### src/rtl/pipeline_hazard_ctrl.sv
// pipeline_hazard_ctrl
// Central stall/flush scheduler for the 5-stage pipeline. It handles
// load-use interlock, branch/jump redirect with multi-bubble front-end
// flush, and the MEM-stage data-memory wait with an optional timeout.
//
// Parameters:
//   REDIRECT_BUBBLES  front-end flush cycles after a redirect (1..3)
//   MEM_TIMEOUT       max HOLD cycles before forced release (0 = never)
//
// Ports:
//   clk, reset (async, active-low)
//   rs1_IF, rs2_IF, uses_rs1_IF, uses_rs2_IF   IF-stage source operands
//   rd_ID, dm_rd_ctrl_ID                       IDC-held destination / load ctrl
//   branch_taken_EX                            taken branch/jump resolved in EX
//   dm_req_MEM, dm_ready_MEM                   data-memory handshake
//   stall_IF, stall_IDC, stall_EX              register holds
//   flush_IF, flush_IDC                        bubble inserts
//   mem_timeout                                pulse on forced MEM_WAIT release
//   hz_state                                   0 RUN, 1 MEM_WAIT, 2 REDIRECT
//
// Optional feature macro HAZARD_PERF_EN adds perf_stall_cycles,
// perf_flush_cycles and perf_lu_events (32-bit, wrapping).

module pipeline_hazard_ctrl #(
    parameter int REDIRECT_BUBBLES = 2,
    parameter int MEM_TIMEOUT      = 255
) (
    input  logic        clk,
    input  logic        reset,
    input  logic [4:0]  rs1_IF,
    input  logic [4:0]  rs2_IF,
    input  logic        uses_rs1_IF,
    input  logic        uses_rs2_IF,
    input  logic [4:0]  rd_ID,
    input  logic [2:0]  dm_rd_ctrl_ID,
    input  logic        branch_taken_EX,
    input  logic        dm_req_MEM,
    input  logic        dm_ready_MEM,
    output logic        stall_IF,
    output logic        stall_IDC,
    output logic        stall_EX,
    output logic        flush_IF,
    output logic        flush_IDC,
    output logic        mem_timeout,
    output logic [1:0]  hz_state
`ifdef HAZARD_PERF_EN
    ,
    output logic [31:0] perf_stall_cycles,
    output logic [31:0] perf_flush_cycles,
    output logic [31:0] perf_lu_events
`endif
);

    typedef enum logic [1:0] {
        RUN      = 2'd0,
        MEM_WAIT = 2'd1,
        REDIRECT = 2'd2
    } state_t;

    localparam int           TW          = (MEM_TIMEOUT < 1) ? 1 : $clog2(MEM_TIMEOUT + 1);
    localparam logic [1:0]   CNT_LOAD    = 2'(REDIRECT_BUBBLES - 1);
    localparam logic [TW-1:0] TMO_LAST   = TW'(MEM_TIMEOUT - 1);
    localparam bit           TMO_EN      = (MEM_TIMEOUT != 0);
    localparam bit           REDIR_MULTI = (REDIRECT_BUBBLES > 1);

    state_t          state, state_n;
    logic [1:0]      cnt, cnt_n;
    logic [TW-1:0]   timer, timer_n;
    logic            pend, pend_n;

    logic            lu, miss, tmo_hit;
    logic            hold_act, redir_act, lu_act, tmo_act;

    assign lu = (dm_rd_ctrl_ID != 3'd0) && (rd_ID != 5'd0) &&
                ((uses_rs1_IF && (rs1_IF == rd_ID)) ||
                 (uses_rs2_IF && (rs2_IF == rd_ID)));
    assign miss    = dm_req_MEM && !dm_ready_MEM;
    assign tmo_hit = TMO_EN && (timer == TMO_LAST);

    always_ff @(posedge clk or negedge reset) begin
        if (!reset) begin
            state <= RUN;
            cnt   <= '0;
            timer <= '0;
            pend  <= 1'b0;
        end else begin
            state <= state_n;
            cnt   <= cnt_n;
            timer <= timer_n;
            pend  <= pend_n;
        end
    end

    always_comb begin
        state_n   = state;
        cnt_n     = cnt;
        timer_n   = timer;
        pend_n    = pend;
        hold_act  = 1'b0;
        redir_act = 1'b0;
        lu_act    = 1'b0;
        tmo_act   = 1'b0;
        case (state)
            RUN: begin
                if (miss) begin
                    hold_act = 1'b1;
                    timer_n  = '0;
                    state_n  = MEM_WAIT;
                end else if (branch_taken_EX) begin
                    redir_act = 1'b1;
                    cnt_n     = CNT_LOAD;
                    state_n   = REDIR_MULTI ? REDIRECT : RUN;
                end else if (lu) begin
                    lu_act = 1'b1;
                end
            end
            MEM_WAIT: begin
                if (miss && !tmo_hit) begin
                    hold_act = 1'b1;
                    timer_n  = timer + TW'(1);
                end else begin
                    // Release cycle (ready, request dropped, or timeout):
                    // decision rule without the miss term.
                    tmo_act = tmo_hit;
                    timer_n = '0;
                    pend_n  = 1'b0;
                    if (branch_taken_EX) begin
                        redir_act = 1'b1;
                        cnt_n     = CNT_LOAD;
                        state_n   = REDIR_MULTI ? REDIRECT : RUN;
                    end else begin
                        lu_act  = lu;
                        // A redirect interrupted by the wait resumes with
                        // the bubble count it had left.
                        state_n = pend ? REDIRECT : RUN;
                    end
                end
            end
            REDIRECT: begin
                if (miss) begin
                    hold_act = 1'b1;
                    pend_n   = 1'b1;
                    timer_n  = '0;
                    state_n  = MEM_WAIT;
                end else if (branch_taken_EX) begin
                    redir_act = 1'b1;
                    cnt_n     = CNT_LOAD;
                    state_n   = REDIR_MULTI ? REDIRECT : RUN;
                end else begin
                    // The counter holds the flushes still owed; leave once
                    // it reaches zero.
                    redir_act = 1'b1;
                    cnt_n     = cnt - 2'd1;
                    if (cnt <= 2'd1) begin
                        cnt_n   = '0;
                        state_n = RUN;
                    end
                end
            end
            default: begin
                state_n = RUN;
            end
        endcase
    end

    // Outputs are forced low while reset is asserted.
    assign stall_IF    = reset && (hold_act || lu_act);
    assign stall_IDC   = reset && hold_act;
    assign stall_EX    = reset && hold_act;
    assign flush_IF    = reset && redir_act;
    assign flush_IDC   = reset && (redir_act || lu_act);
    assign mem_timeout = reset && tmo_act;
    assign hz_state    = state;

`ifdef HAZARD_PERF_EN
    always_ff @(posedge clk or negedge reset) begin
        if (!reset) begin
            perf_stall_cycles <= '0;
            perf_flush_cycles <= '0;
            perf_lu_events    <= '0;
        end else begin
            if (stall_IF)  perf_stall_cycles <= perf_stall_cycles + 32'd1;
            if (flush_IF)  perf_flush_cycles <= perf_flush_cycles + 32'd1;
            if (lu_act)    perf_lu_events    <= perf_lu_events + 32'd1;
        end
    end
`endif

endmodule

### config.mk
export PLATFORM = sky130hd
export DESIGN_NAME = pipeline_hazard_ctrl
export DESIGN_NICKNAME = d
export VERILOG_FILES = /design/src/rtl/pipeline_hazard_ctrl.sv
export SDC_FILE = /design/constraint.sdc
export NUM_CORES = 1
export LEC_CHECK = 0
export BUFFER_PORTS_ARGS = -buffer_cell sky130_fd_sc_hd__buf_2
export CAP_MARGIN = 0
export CORE_MARGIN = 2
export CORE_UTILIZATION = 52
export DETAILED_ROUTE_END_ITERATION = 16
export MAX_ROUTING_LAYER = met4
export PLACE_DENSITY = 0.89
export SYNTH_ARGS = -nofsm -noshare
export SYNTH_HDL_FRONTEND = slang
export SYNTH_SLANG_ARGS = --single-unit
### constraint.sdc
create_clock -name clk -period 2.2 [get_ports clk]
set_input_delay 0.22 -clock clk [delete_from_list [all_inputs] [get_ports clk]]
set_output_delay 0.22 -clock clk [all_outputs]
set_load 0.05 [all_outputs]
==> impl_results.md, run 1 <==
- Status: completed
- Count of different cell masters after synthesis: 35
- Total track usage: 0.236
- Mapped Cells: 100
- Final HPWL DP: 1700 um
- Routed via count: 922
- Post-synth design cell area: 901 sq um
- Crit path DAT: 1.88 ns
- Crit-path max cell delay: 0.43 ns
- Synth Flop Type: dfrtp_1
- Cells after DPL: 149
- CTS H-tree lvls: 1
- CTS Buf Count: 3
- Post-synth ARST share: 1.00
- PortBufs: 32
- Final instance area: about 0.0012 sq mm
- Top cells by area, synth: dfrtp_1, xor2_1, o21ai_0, nand2_1, a21o_1
- Worst Max-Slew Pin Slew: 0.587 ns
- Routed Antenna Nets: 0
- EDFF count, synth: 0
- Most common cell in the synthesized netlist: dfrtp_1
- Max frequency: 476 MHz
- Setup TNS Final: 0 ns
- Fillcell total: between 100 and 150
- Lkg Pwr: 0.542 nW
- Critical Path Sink Type: output pin
- Share of layout cells above drive strength 1: 0.326
- CP max stage cell: dfrtp_1
- Core Region: approximately 0.0017 sq mm
- Synth Warn #: 0
- Rows: 15
- Syn nets: 127
- Die Area: about 0.0021 sq mm
- Top cell type's share of synthesized area: 0.361
- Max-cap check violation count: 0
- Die Y: 45.6 um
- Slew margin rel.: 0.608
- Endpoints failing hold: 0
- # DRC: 0
- Post-synth top cells: dfrtp_1, o21ai_0, xor2_1
- Clock sinks: 13
- GRT overflow: 0
- Clk_lat worst skew: 0.28 ns
- CP required: ~2.0 ns
- Hold crit path type: primary input to register
- Syn Area/Cell: 9.01 sq um
- Final Net Count: 166
- Synth area leader: dfrtp_1
- Non-Filler Instances: 155
- Final setup viols: 0
- DRT Pass-1 Iters: 4
- CP Cell Sequence: inv_1 > ha_1 > nand4_1 > o32ai_2 > o211ai_1 > o21bai_2 > buf_6
- Critical setup path kind: register to output pin
- Largest net degree at the start of global routing: 15
- Seq cells post-synth: 13
- Fin crit period: 2.10 ns
- RSZ-0062 raised after global routing: yes
- VDD IR-drop max: 0.294 mV
- First-pass GRT wire length: 3370 um
- Final Skew: 0.00779 ns
- Starting Density: 0.539
- Avg WL per Cell: 13.8 um
- Clock transition at the registers of the reported paths: 0.08 ns
- Routability cong.: 0.784
- Crit start category: register
- Part of the cycle the worst path needs: 0.955
- Diodes inserted: 0
- Area Overhead vs Synth: 29.0%
- Slew Viols, Final: 0
- Post-Route WL: 2140 um
- Clock Path Buffers: 2
- Root Driver: clkbuf_4
- Die Span X: 45.6 um
- P per Cell Area: 517 mW/mm^2
- CTS tree: built
- Vias in the first global route: 817
- Initial antenna violation count: 0
- Io pins: 33
- Area after DPL: 0.00110 sq mm
- Final Hold Slack: 0.294 ns
- DR vias/cell: 5.95
- Worst-path fanout max: 6
- Detailed Route Iter0 Violations: 15
- Sequential-to-total area share from yosys stat: 0.361
[kinds of logic after synthesis]
logic type | Yosys count | share of synthesized area
AOI/OAI and AO/OA | 32 | 0.242
xor gates and xnor gates | 13 | 0.126
adders and majority gates | 2 | 0.0278
buffers and inverters | 6 | 0.0333
DFF | 13 | 0.361
and+or+nand+nor | 34 | 0.210
[worst max-delay path: cells and delay by family (launching register included)]
kind / cells / cell delay, ns
buffers and inverters: 2 / 0.24
adders and majority gates: 1 / 0.14
AOI/OAI and AO/OA: 3 / 0.65
and+or+nand+nor: 1 / 0.14
DFF: 1 / 0.43
[power breakdown]
part / switching, mW / internal (mW)
clock network: 0.0804 / 0.0704
logic: 0.101 / 0.0742
registers: 0.0202 / 0.255
[cells in the final DEF, fill, tap and decap left out, types with 2 or more instances in the layout]
cell       n
buf_2     30
dfrtp_1   13
xor2_1    10
o21ai_0   10
nand2_1    9
inv_1      4
a21o_1     4
xnor2_1    3
nor3_1     3
nand2b_1   3
a21oi_1    3
clkbuf_4   3
buf_4      3
nor4_1     2
or4_1      2
nand4_1    2
o32ai_2    2
o211ai_1   2
nor2_1     2
nand3_1    2
o31ai_1    2
a22o_1     2
ha_1       2
buf_6      2
[through the flow]
stage / worst slack (ns) / total power, mW / utilization
after global routing: -0.0414 / 0.636 / 0.696
after global placement: 0.296 / 0.440 / 0.658
after floorplan: 0.0194 / 0.385 / -
after CTS: 0.0224 / 0.600 / 0.687
after detailed placement: 0.217 / 0.445 / 0.658
final: 0.0984 / 0.601 / 0.696
[final timing paths]
kind	start	to	depth (start not counted)	slack (ns)
max	timer[0]	flush_IDC	7	0.1
min	branch_taken_EX	cnt[0]	3	0.29
max reg2reg	timer[0]	timer[2]	7	0.58
max in group asynchronous	reset	timer[3]	3	1.57
min reg2reg	pend	pend	1	0.54
min in group asynchronous	reset	timer[6]	3	0.46
[state kept, by name, summed over array words and instances (netlist names)]
| register | count |
|---|---|
| pend | 1 |
| timer | 8 |
| cnt | 2 |
| hz_state | 2 |
[final cells by class]
cell class / count / area [sq um] / area share
clock buffers: 4 / 26.3 / 0.0226
inverters: 4 / 15.0 / 0.0129
multi-input cells: 81 / 569 / 0.490
flip-flops and latches: 13 / 325 / 0.280
well taps: 17 / 21.3 / 0.0183
repair buffers: 36 / 205 / 0.177
[per-layer routing]
layer	wire [um]	share of wire	global-route usage	vias up
li1	-	-	-	444
met1	944	0.44	0.271	440
met2	1050	0.49	0.406	34
met3	105	0.049	0.0238	4
met4	35	0.016	0.112	0
met5	0	0	-	-
[timing repair]
action | in CTS | in global routing
hold endpoints to repair | 13 | 0
pin swaps | 0 | 4
endpoints found under the setup margin | 2 | 2
resized for setup | 3 | 2
hold buffers | 1 | 0
buffers inserted | 0 | 1
Note: power is estimated with default switching activity, not from simulation.
==> inputs of run 2 (changes only) <==
--- a/config.mk
+++ b/config.mk
@@ -12,6 +12,7 @@
 export DETAILED_ROUTE_END_ITERATION = 16
 export MAX_ROUTING_LAYER = met4
 export PLACE_DENSITY = 0.89
+export REMOVE_ABC_BUFFERS = 1
 export SYNTH_ARGS = -nofsm -noshare
 export SYNTH_HDL_FRONTEND = slang
 export SYNTH_SLANG_ARGS = --single-unit
==> run 2 against run 1 <==
Final cell count unchanged. Combinational power about the same. Via count fell by 0.87%. Critical path type unchanged. Sequential power barely moved. Highest routed layer unchanged. Critical endpoint is now stall_IF. Sequential share of layout area increased by 0.52 points. Core utilization decreased by 1.3 points. Clock skew fell by 0.0048 ns. Flip-flop and latch count is the same. Fmax rose by 0.54%. Largest power group unchanged. Clock power down 3%.
==> impl_results.md, run 2 (synthesis gave the netlist of run 1 again) <==
- Status: completed
- Sequential cell area: 325 sq um
- Io pins: 33
- Lkg Pwr: 0.533 nW
- VDD IR-drop max: 0.322 mV
- Root Driver: clkbuf_4
- Setup ws final: 0.110 ns
- M2 GR Usage: 0.392
- Critical Path Source: timer[0]
- Slew margin rel.: 0.605
- Setup TNS Final: 0 ns
- Final Hold Slack: 0.333 ns
- GR met1 Demand/Resource: 0.314
- PortBufs: 32
- GRT overflow: 0
- Worst-path fanout max: 5
- Post-Route WL: roughly 2200 um
- Max frequency: around 480 MHz
- Routed Antenna Nets: 0
- Routed via count: 914
- CP max stage cell: dfrtp_1
- Die Area: about 0.0021 sq mm
- Initial antenna violation count: 0
- Largest net degree at the start of global routing: 15
- Crit start category: register
- Clock sinks: 13
- Part of the cycle the worst path needs: 0.950
- Fillcell total: 135
- Commonest cells after routing, fill and taps aside: buf_2, dfrtp_1, xor2_1, o21ai_0, nand2_1
- Crit path DAT: 1.87 ns
- Die Span X: 45.6 um
- Clock transition at the registers of the reported paths: 0.08 ns
- Hold crit path type: primary input to register
- Final Net Count: 166
- Core Region: 0.00167 sq mm
- Place WS: 0.262 ns
- Crit-path max cell delay: ~0.42 ns
- CP Cell Sequence: inv_1 > ha_2 > nand4_1 > o32ai_2 > o211ai_1 > o32ai_1 > buf_4
- Total track usage: 0.244
- DRT Pass-1 Iters: 4
- # DRC: 0
- Rows: 15
- CTS tree: built
- Critical R2R Launch: timer[0]
- First-pass GRT wire length: 3590 um
- Clock Path Buffers: 2
- CTS H-tree lvls: 1
- Met3 GRT Util: 0.0119
- Fin crit period: between 2 and 2.5 ns
- Critical Path Sink Type: output pin
- Routability cong.: 0.795
- Utilization after layout: 0.683
- Die Y: 45.6 um
- CTS Buf Count: 3
- Endpoints failing hold: 0
- Detailed Route Iter0 Violations: 21
- RSZ-0062 raised after global routing: yes
- Clk_lat worst skew: around 0.27 ns
- Final HPWL DP: 1690 um
- Worst Max-Slew Pin Slew: 0.593 ns
- Critical setup path kind: register to output pin
- CP required: around 2.0 ns
- Diodes inserted: 0
- Starting Density: 0.539
- Max-cap check violation count: 0
- DR vias/cell: 5.90
- Leading cell type in the layout, fill and taps excluded: buf_2
- Final Skew: ~0.003 ns
- Share of layout cells above drive strength 1: 0.312
- Max reg flops: 8
- Final setup viols: 0
- Avg WL per Cell: approximately 14 um
- GR peak layer: met2
- P per Cell Area: about 520 mW/mm^2
- WP buf/inv: 2
- Slew Viols, Final: 0
- Worst hold start: branch_taken_EX
- Multi-input logic area: 556 sq um
- Delay-heaviest family, CP: compound AO/OA/AOI/OAI gates
- Vias in the first global route: 816
- Area Overhead vs Synth: 26.7%
- Largest Register: timer
==> run 2: cell counts in the layout (fill, tap and decap cells not counted) <==
Identical to the previous run, type by type.
==> run 2: path summary, 6_finish.rpt <==
path	endpoint	slack, ns	cells after the start
setup / recovery	stall_IF	0.11	7
setup reg to reg	timer[2]	0.63	7
min in group asynchronous	timer[4]	0.46	3
hold reg to reg	timer[7]	0.54	1
hold / removal	cnt[0]	0.33	3
max in group asynchronous	cnt[0]	1.57	3
==> run 2: timing repair <==
action,4_1_cts,5_1_grt
hold buffers,1,0
setup buffers,0,1
endpoints found under the setup margin,2,4
pin swaps,0,3
endpoints found under the hold margin,13,0
gates resized for setup,3,1
==> run 2: per-layer routing <==
metal | wire length (um) | up-vias
met5 | 0 | -
met2 | 1070 | 43
met4 | 21 | 0
li1 | - | 443
met3 | 123 | 2
met1 | 951 | 426
==> run 2: worst min-delay path, stage by stage <==
cell and delay, ns:
buf_2 0.13, nor3_1 0.08, a2bb2oi_1 0.13
==> run 2: final cells by class <==
cell class                 count  share of cell area
clock buffer                   4              0.0230
inverter                       4              0.0132
multi-input combinational     81               0.487
sequential                    13               0.285
tap                           17              0.0186
timing repair buffer          36               0.173
==> run 2: metrics by stage <==
step | instances | area [sq um] | power, mW
floorplan | 98 | 886 | 0.380
global route | 155 | 1140 | 0.627
finish | 155 | 1140 | 0.594
global placement | 149 | 1080 | 0.436
detailed placement | 149 | 1080 | 0.444
CTS | 154 | 1130 | 0.594
==> run 2: power breakdown <==
| part | switching, mW | internal, mW | leakage, nW |
|---|---|---|---|
| clock network | 0.0756 | 0.0702 | 0.0150 |
| registers | 0.0211 | 0.255 | 0.172 |
| logic | 0.101 | 0.0714 | 0.346 |
